`config.mk`:
```
export PLATFORM = sky130hd
export DESIGN_NAME = stop_watch_ctrl
export DESIGN_NICKNAME = d
export VERILOG_FILES = /design/src/rtl/stw_ctrl_pkg.sv /design/src/rtl/btn_edge_det.sv /design/src/rtl/stop_watch_ctrl.sv
export SDC_FILE = /design/constraint.sdc
export NUM_CORES = 1
export LEC_CHECK = 0
export CAP_MARGIN = 20
export CORE_AREA = 2 2 63 65
export DETAILED_ROUTE_END_ITERATION = 8
export DIE_AREA = 0 0 65 67
export GPL_TIMING_DRIVEN = 0
export HOLD_SLACK_MARGIN = 0.06
export MAX_ROUTING_LAYER = met4
export PLACE_DENSITY = 0.84
export SLEW_MARGIN = 20
export SYNTH_ARGS = -nofsm -noshare
export SYNTH_HDL_FRONTEND = slang
export SYNTH_HIERARCHICAL = 1
export SYNTH_SLANG_ARGS = --single-unit
```
`constraint.sdc`:
```
create_clock -name CLK -period 1.1 [get_ports CLK]
set_input_delay 0.22 -clock CLK [delete_from_list [all_inputs] [get_ports CLK]]
set_output_delay 0.22 -clock CLK [all_outputs]
set_load 0.01 [all_outputs]
```
`src/rtl/stw_ctrl_pkg.sv`:
```
// rtl/stw_ctrl_pkg.sv - state encoding shared by the stopwatch control block
// Contents: state_t, the FSM state encoding, also driven out on the 2-bit debug port.
package stw_ctrl_pkg;

  typedef enum logic [1:0] {
    ST_IDLE    = 2'b00,
    ST_RUNNING = 2'b01,
    ST_PAUSED  = 2'b10,
    ST_LAP     = 2'b11
  } state_t;

endpackage

```
`src/rtl/btn_edge_det.sv`:
```
// rtl/btn_edge_det.sv - rising-edge detector for one debounced button level
// Ports:
//   CLK   in  system clock
//   rst_n in  asynchronous active-low reset
//   btn   in  debounced button level
//   rise  out one-cycle pulse when btn goes 0 -> 1
module btn_edge_det (
  input  logic CLK,
  input  logic rst_n,
  input  logic btn,
  output logic rise
);

  logic prev;

  // prev resets high so a button already held when reset releases is not a press.
  always_ff @(posedge CLK or negedge rst_n) begin
    if (!rst_n) prev <= 1'b1;
    else        prev <= btn;
  end

  assign rise = btn & ~prev;

endmodule

```
`src/rtl/stop_watch_ctrl.sv`:
```
// rtl/stop_watch_ctrl.sv - stopwatch control FSM and display time register
// Build option: STOP_WATCH_LAP_EN enables the LAP split state.
// Ports:
//   CLK, rst_n                         clock, asynchronous active-low reset
//   btn_ss, btn_lr                     debounced start/stop and lap/reset levels
//   sw_valid, sw_seconds/mins/hrs      counter-chain update strobe and live values
//   sw_en, sw_stop, sw_rst_counters    counter enable, stop pulse, clear pulse
//   disp_seconds/mins/hrs              time presented to the display
//   lap_active                         high while the display is frozen on a split
//   state                              current FSM state
module stop_watch_ctrl
  import stw_ctrl_pkg::*;
(
  input  logic       CLK,
  input  logic       rst_n,
  input  logic       btn_ss,
  input  logic       btn_lr,
  input  logic       sw_valid,
  input  logic [7:0] sw_seconds,
  input  logic [7:0] sw_mins,
  input  logic [7:0] sw_hrs,
  output logic       sw_en,
  output logic       sw_stop,
  output logic       sw_rst_counters,
  output logic [7:0] disp_seconds,
  output logic [7:0] disp_mins,
  output logic [7:0] disp_hrs,
  output logic       lap_active,
  output logic [1:0] state
);

  logic   ss_rise, lr_rise;
  state_t state_q, state_d;
  logic   en_d, stop_d, rst_d, lap_d;
  logic   enter_idle, lap_capture;

  btn_edge_det u_ss_edge (.CLK(CLK), .rst_n(rst_n), .btn(btn_ss), .rise(ss_rise));
  btn_edge_det u_lr_edge (.CLK(CLK), .rst_n(rst_n), .btn(btn_lr), .rise(lr_rise));

  // ss is tested first in every state, so a simultaneous lr edge is dropped.
  always_comb begin
    state_d = state_q;
    case (state_q)
      ST_IDLE: begin
        if (ss_rise) state_d = ST_RUNNING;
      end
      ST_RUNNING: begin
        if (ss_rise) state_d = ST_PAUSED;
`ifdef STOP_WATCH_LAP_EN
        else if (lr_rise) state_d = ST_LAP;
`endif
      end
      ST_PAUSED: begin
        if (ss_rise)      state_d = ST_RUNNING;
        else if (lr_rise) state_d = ST_IDLE;
      end
      ST_LAP: begin
`ifdef STOP_WATCH_LAP_EN
        if (ss_rise)      state_d = ST_PAUSED;
        else if (lr_rise) state_d = ST_RUNNING;
`else
        state_d = ST_IDLE;
`endif
      end
      default: state_d = ST_IDLE;
    endcase

    // Outputs are decoded from the next state and registered, so they
    // change on the same edge as the state itself.
    en_d        = (state_d == ST_RUNNING) || (state_d == ST_LAP);
    stop_d      = (state_d == ST_PAUSED) && (state_q != ST_PAUSED);
    rst_d       = (state_q == ST_PAUSED) && (state_d == ST_IDLE);
    enter_idle  = (state_d == ST_IDLE) && (state_q != ST_IDLE);
`ifdef STOP_WATCH_LAP_EN
    lap_d       = (state_d == ST_LAP);
    lap_capture = (state_d == ST_LAP) && (state_q != ST_LAP);
`else
    lap_d       = 1'b0;
    lap_capture = 1'b0;
`endif
  end

  always_ff @(posedge CLK or negedge rst_n) begin
    if (!rst_n) begin
      state_q         <= ST_IDLE;
      sw_en           <= 1'b0;
      sw_stop         <= 1'b0;
      sw_rst_counters <= 1'b0;
      lap_active      <= 1'b0;
    end else begin
      state_q         <= state_d;
      sw_en           <= en_d;
      sw_stop         <= stop_d;
      sw_rst_counters <= rst_d;
      lap_active      <= lap_d;
    end
  end

  // Clearing wins over everything; the split capture ignores sw_valid; live
  // updates are blocked while a split is on display.
  always_ff @(posedge CLK or negedge rst_n) begin
    if (!rst_n) begin
      disp_seconds <= 8'h00;
      disp_mins    <= 8'h00;
      disp_hrs     <= 8'h00;
    end else if (enter_idle) begin
      disp_seconds <= 8'h00;
      disp_mins    <= 8'h00;
      disp_hrs     <= 8'h00;
    end else if (lap_capture || (sw_valid && !lap_active)) begin
      disp_seconds <= sw_seconds;
      disp_mins    <= sw_mins;
      disp_hrs     <= sw_hrs;
    end
  end

  assign state = state_q;

endmodule

```
* Word level (Yosys, flattened, before mapping)
Cells that the tools add are included. W data, S select, Z words.
Operators by class: equality and inequality tests 7, bitwise operators 4, reduce and logical (&&, ||, !) cells 8, mux-type cells 11
Operators with widths (count):
- $mux W8 | 6
- $eq A2 B2 Y1 const B | 4
- $mux W2 | 4
- $pmux W2 S4 | 1
- $eq A2 B1 Y1 const B | 2
- $logic_not A2 Y1 | 2
- $reduce_bool A2 Y1 | 2
- $logic_and A1 B1 Y1 | 3
- $and A1 B1 Y1 | 2
- $ne A2 B2 Y1 const B | 1
- $not A1 Y1 | 2
- $logic_or A1 B1 Y1 | 1
Storage, ports and cells: register bits after elaboration 31, logic and storage cells 39

* Longest topological paths before layout
depth after elaboration 8, mapped depth 5, mapped depth without buffers 4

* Modules after synthesis
The synthesis kept the hierarchy.
By module, submodules not included:
- stop_watch_ctrl | seq. area each 725.7 sq um, cells an instance 94, area an instance 1192.4 sq um, instances 1
- btn_edge_det | seq. area each 26.3 sq um, cells an instance 2, area an instance 40.0 sq um, instances 2

* Worst setup path before layout
No wires, ideal clock.
path type reg-to-reg, start point register u_lr_edge.prev, end point register disp_hrs[0], required time 1.029 ns, library setup time 0.071 ns, cell stages (with the launch flop) 6, slack -0.077 ns, arrival time 1.106 ns, period minus slack after synthesis 1.177 ns, cell sequence dfstp_2 nor2b_4 nor2b_1 o21a_4 buf_6 nor2_1
Between the ends: word-level cells in the longest chain between the ends 8, elaborated cells between the ends (all ways) 9
Ends and longest elaborated chain:
- start: declaration | RTL line btn_edge_det.sv:14 | logic prev;
- start signal: assignment | RTL line btn_edge_det.sv:19 | else prev <= btn;
- $not A1 Y1 (*) | RTL line btn_edge_det.sv:22 | assign rise = btn & ~prev;
- $and A1 B1 Y1 (*) | RTL line btn_edge_det.sv:22
- via lr_rise | RTL line stop_watch_ctrl.sv:32 | logic ss_rise, lr_rise;
- $mux W2 (*) | RTL line stop_watch_ctrl.sv:55 | else if (lr_rise) state_d = ST_IDLE;
- $mux W2 (*) | RTL line stop_watch_ctrl.sv:54 | if (ss_rise) state_d = ST_RUNNING;
- $pmux W2 S4 (*) | RTL line stop_watch_ctrl.sv:43 | case (state_q)
- $logic_not A2 Y1 (*) | RTL line stop_watch_ctrl.sv:73 | enter_idle = (state_d == ST_IDLE) && (state_q != ST_IDLE);
- $logic_and A1 B1 Y1 (*) | RTL line stop_watch_ctrl.sv:73
- $mux W8 / $reduce_bool A2 Y1 (equally long branches)
- end signal: assignment | RTL line stop_watch_ctrl.sv:113 | disp_hrs <= sw_hrs;
- end: declaration | RTL line stop_watch_ctrl.sv:27 | output logic [7:0] disp_hrs,
The timed path passes the listed nets; every way through them passes the cells marked *. A chain may end at the register's enable or synchronous reset.

* Worst setup path in the final report
start point register u_lr_edge.prev, end point register disp_hrs[5]
Same word-level chain as after synthesis.

==> impl_metrics.env <==
export IMPL_cp_arrival_ns=1.42
export IMPL_fmax_mhz=821
export IMPL_synth_top_family_by_area="multiplexers"
export IMPL_outcome="finished with violations"
export IMPL_finalNonFillerCells=220
export IMPL_cts_root_buf="clkbuf_8"
export IMPL_slew_viol_final=0
export IMPL_p_leak_uw=0.000986
export IMPL_synth_xor_area_frac=0
export IMPL_wl_per_cell_um=13.6
export IMPL_yosys_area_share_simple=0.117
export IMPL_route_final_wire_length_um=2980
export IMPL_grt_pass1_wl_um=4530
export IMPL_die_h_um=67
export IMPL_endpoint_kind="register"
export IMPL_dr_first_iter_drc_count=15
export IMPL_hold_path_class="in2reg"
export IMPL_use_met3=0.0304
export IMPL_cts_sinks=31
export IMPL_gp_congestion=0.690
export IMPL_dieWidth_um=65
export IMPL_layout_drive_gt1_share=0.448
export IMPL_hold_viol_final=0
export IMPL_multiInputGateArea_sq_um=488
export IMPL_maxCapViolCount=0
export IMPL_cp_required_ns=1.31
export IMPL_syn_num_nets=127
export IMPL_grt_use_met1=0.151
export IMPL_final_core_util=0.549
export IMPL_grt_use_total=0.145
export IMPL_grt_overflow_total=0
export IMPL_synthMuxAreaShare=0.206
export IMPL_ir_worst_vdd_mv=0.814
export IMPL_synth_compound_area_frac=0.0177
export IMPL_grt_pass1_vias=1019
export IMPL_rsz0062_at_grt="true"
export IMPL_cts_tree="done"
export IMPL_p_per_area_nw_per_um2=1560
export IMPL_skew_ns=0.00374
export IMPL_whs_ns=0.102
export IMPL_synth_distinct_cells=15
export IMPL_avgViaCountPerCell=4.42
export IMPL_layout_common_cells="dfrtp_1, buf_2, mux2i_1, clkdlybuf4s50_1, nor2_2"
export IMPL_period_share=1.11
export IMPL_area_growth_pct=55.5
export IMPL_crit_fanout=10
export IMPL_drc_errors=0
export IMPL_rows=22
export IMPL_dieArea_sq_um=4360
export IMPL_fin_ws_ns=-0.118
export IMPL_cp_start_kind="register"
export IMPL_gr_max_usage_layer="met2"
export IMPL_first_pass_iters=2
export IMPL_setup_viol=28
export IMPL_ys_seq_elements=31
export IMPL_io_pins=59
export IMPL_seq_area_sq_um=779
export IMPL_synth_area_sq_um=1270
export IMPL_port_buffers=56
export IMPL_worstSetupPathType="reg2reg"
export IMPL_final_common_cell="dfrtp_1"
export IMPL_place_inst=202
export IMPL_core_area_sq_um=3610
export IMPL_initial_core_util=0.353
export IMPL_syn_inst=98
export IMPL_cts_buffers=5
export IMPL_antenna_found_initial=0
export IMPL_period_needed_ns=1.22
export IMPL_n_antenna_cell=0
export IMPL_avgSynthCellArea_sq_um=13.0
export IMPL_yosys_warnings=6
export IMPL_clkTransAtPathRegs_ns=0.06
export IMPL_dp_hpwl_um=2160
export IMPL_clk_latency_ns=0.27
export IMPL_grt_use_met2=0.260
export IMPL_synth_fa_ha_area_frac=0
export IMPL_fillCellCount=318
export IMPL_cts_path_max_buffers=2
export IMPL_grt_max_degree=32
export IMPL_htreeDepth=2
export IMPL_setup_tns_ns=-2.77
export IMPL_violations="setup timing"
export IMPL_seq_area_frac_synth=0.612
export IMPL_ant_nets=0
export IMPL_finalPower_uw=3080
export IMPL_layout_nets=201
export IMPL_num_vias=973
registers in the layout, indices dropped and copies added (netlist names):
signal,count
disp_mins,8
sw_en,1
sw_rst_counters,1
disp_seconds,8
u_lr_edge/prev,1
u_ss_edge/prev,1
disp_hrs,8
sw_stop,1
state,2
timing repair:
action / in CTS / in global routing
setup endpoints to repair: 57 / 36
hold buffers: 1 / 0
endpoints found under the hold margin: 29 / 0
buffers inserted: 5 / 5
gates cloned: 0 / 0
resized for setup: 110 / 25
pin swaps: 1 / 5
cell families after synthesis:
kind of cell,after synthesis
compound gates,2
buf+inv,7
flops,31
mux,26
other cells,1
simple gates,31
cell usage after synthesis:
| library cell | instances | area share |
|---|---|---|
| o21a_4 | 1 | 0.012 |
| inv_1 | 1 | 0.0029 |
| buf_6 | 2 | 0.018 |
| dfrtp_1 | 29 | 0.57 |
| buf_4 | 4 | 0.024 |
| dfstp_2 | 2 | 0.041 |
| mux2_2 | 2 | 0.018 |
| or3b_1 | 1 | 0.0069 |
| mux2i_1 | 24 | 0.19 |
| o21bai_1 | 1 | 0.0059 |
| conb_1 | 1 | 0.0029 |
| and3b_1 | 1 | 0.0069 |
| nor2b_4 | 2 | 0.022 |
| nor2b_1 | 1 | 0.0049 |
| nor2_1 | 26 | 0.077 |
routing by layer:
layer  vias up  routed length, um
met3         4                148
met2        33               1640
met4         0                 36
met1       472               1160
met5         -                  0
li1        464                  -
per-stage QoR:
stage | setup slack, ns | cell area, sq um
2_1_floorplan | -0.0703 | 1280
3_3_place_gp | -0.660 | 1900
3_5_place_dp | -0.454 | 1900
4_1_cts | -0.136 | 1930
5_1_grt | -0.158 | 1980
6_report | -0.118 | 1980
worst paths after layout:
| check | start | endpoint | slack [ns] | cells after the start |
|---|---|---|---|---|
| min in group asynchronous | rst_n | disp_hrs[0]$_DFFE_PN0P_ | 0.45 | 2 |
| setup reg to reg | u_lr_edge/prev$_DFF_PN1_ | disp_hrs[5]$_DFFE_PN0P_ | -0.12 | 5 |
| max in group asynchronous | rst_n | u_ss_edge/prev$_DFF_PN1_ | 0.32 | 2 |
| hold reg to reg | disp_mins[4]$_DFFE_PN0P_ | disp_mins[4]$_DFFE_PN0P_ | 0.54 | 2 |
| setup / recovery | u_lr_edge/prev$_DFF_PN1_ | disp_hrs[5]$_DFFE_PN0P_ | -0.12 | 5 |
| hold / removal | btn_ss | u_ss_edge/prev$_DFF_PN1_ | 0.10 | 1 |
layout make-up:
type | instances | area share
inverters | 1 | 0.00190
clock buffers | 6 | 0.0417
plain buffers | 6 | 0.0285
flip-flops and latches | 31 | 0.394
well taps | 48 | 0.0304
clock inverters | 1 | 0.00253
multi-input cells | 60 | 0.247
repair buffers | 67 | 0.254
power breakdown:
group	switching (uW)	internal (uW)	total [uW]
sequential	89.2	1320	1410
clock	372	489	861
combinational	380	428	808
total	841	2240	3080
worst max-delay path, cell delays in order, from the launching register on:
cell and delay (ns):
dfstp_2 0.54, nor2b_4 0.04, nor2b_4 0.12, o21a_4 0.22, buf_6 0.15, nor2_1 0.08
No activity file was read; power rests on OpenSTA's default activity.
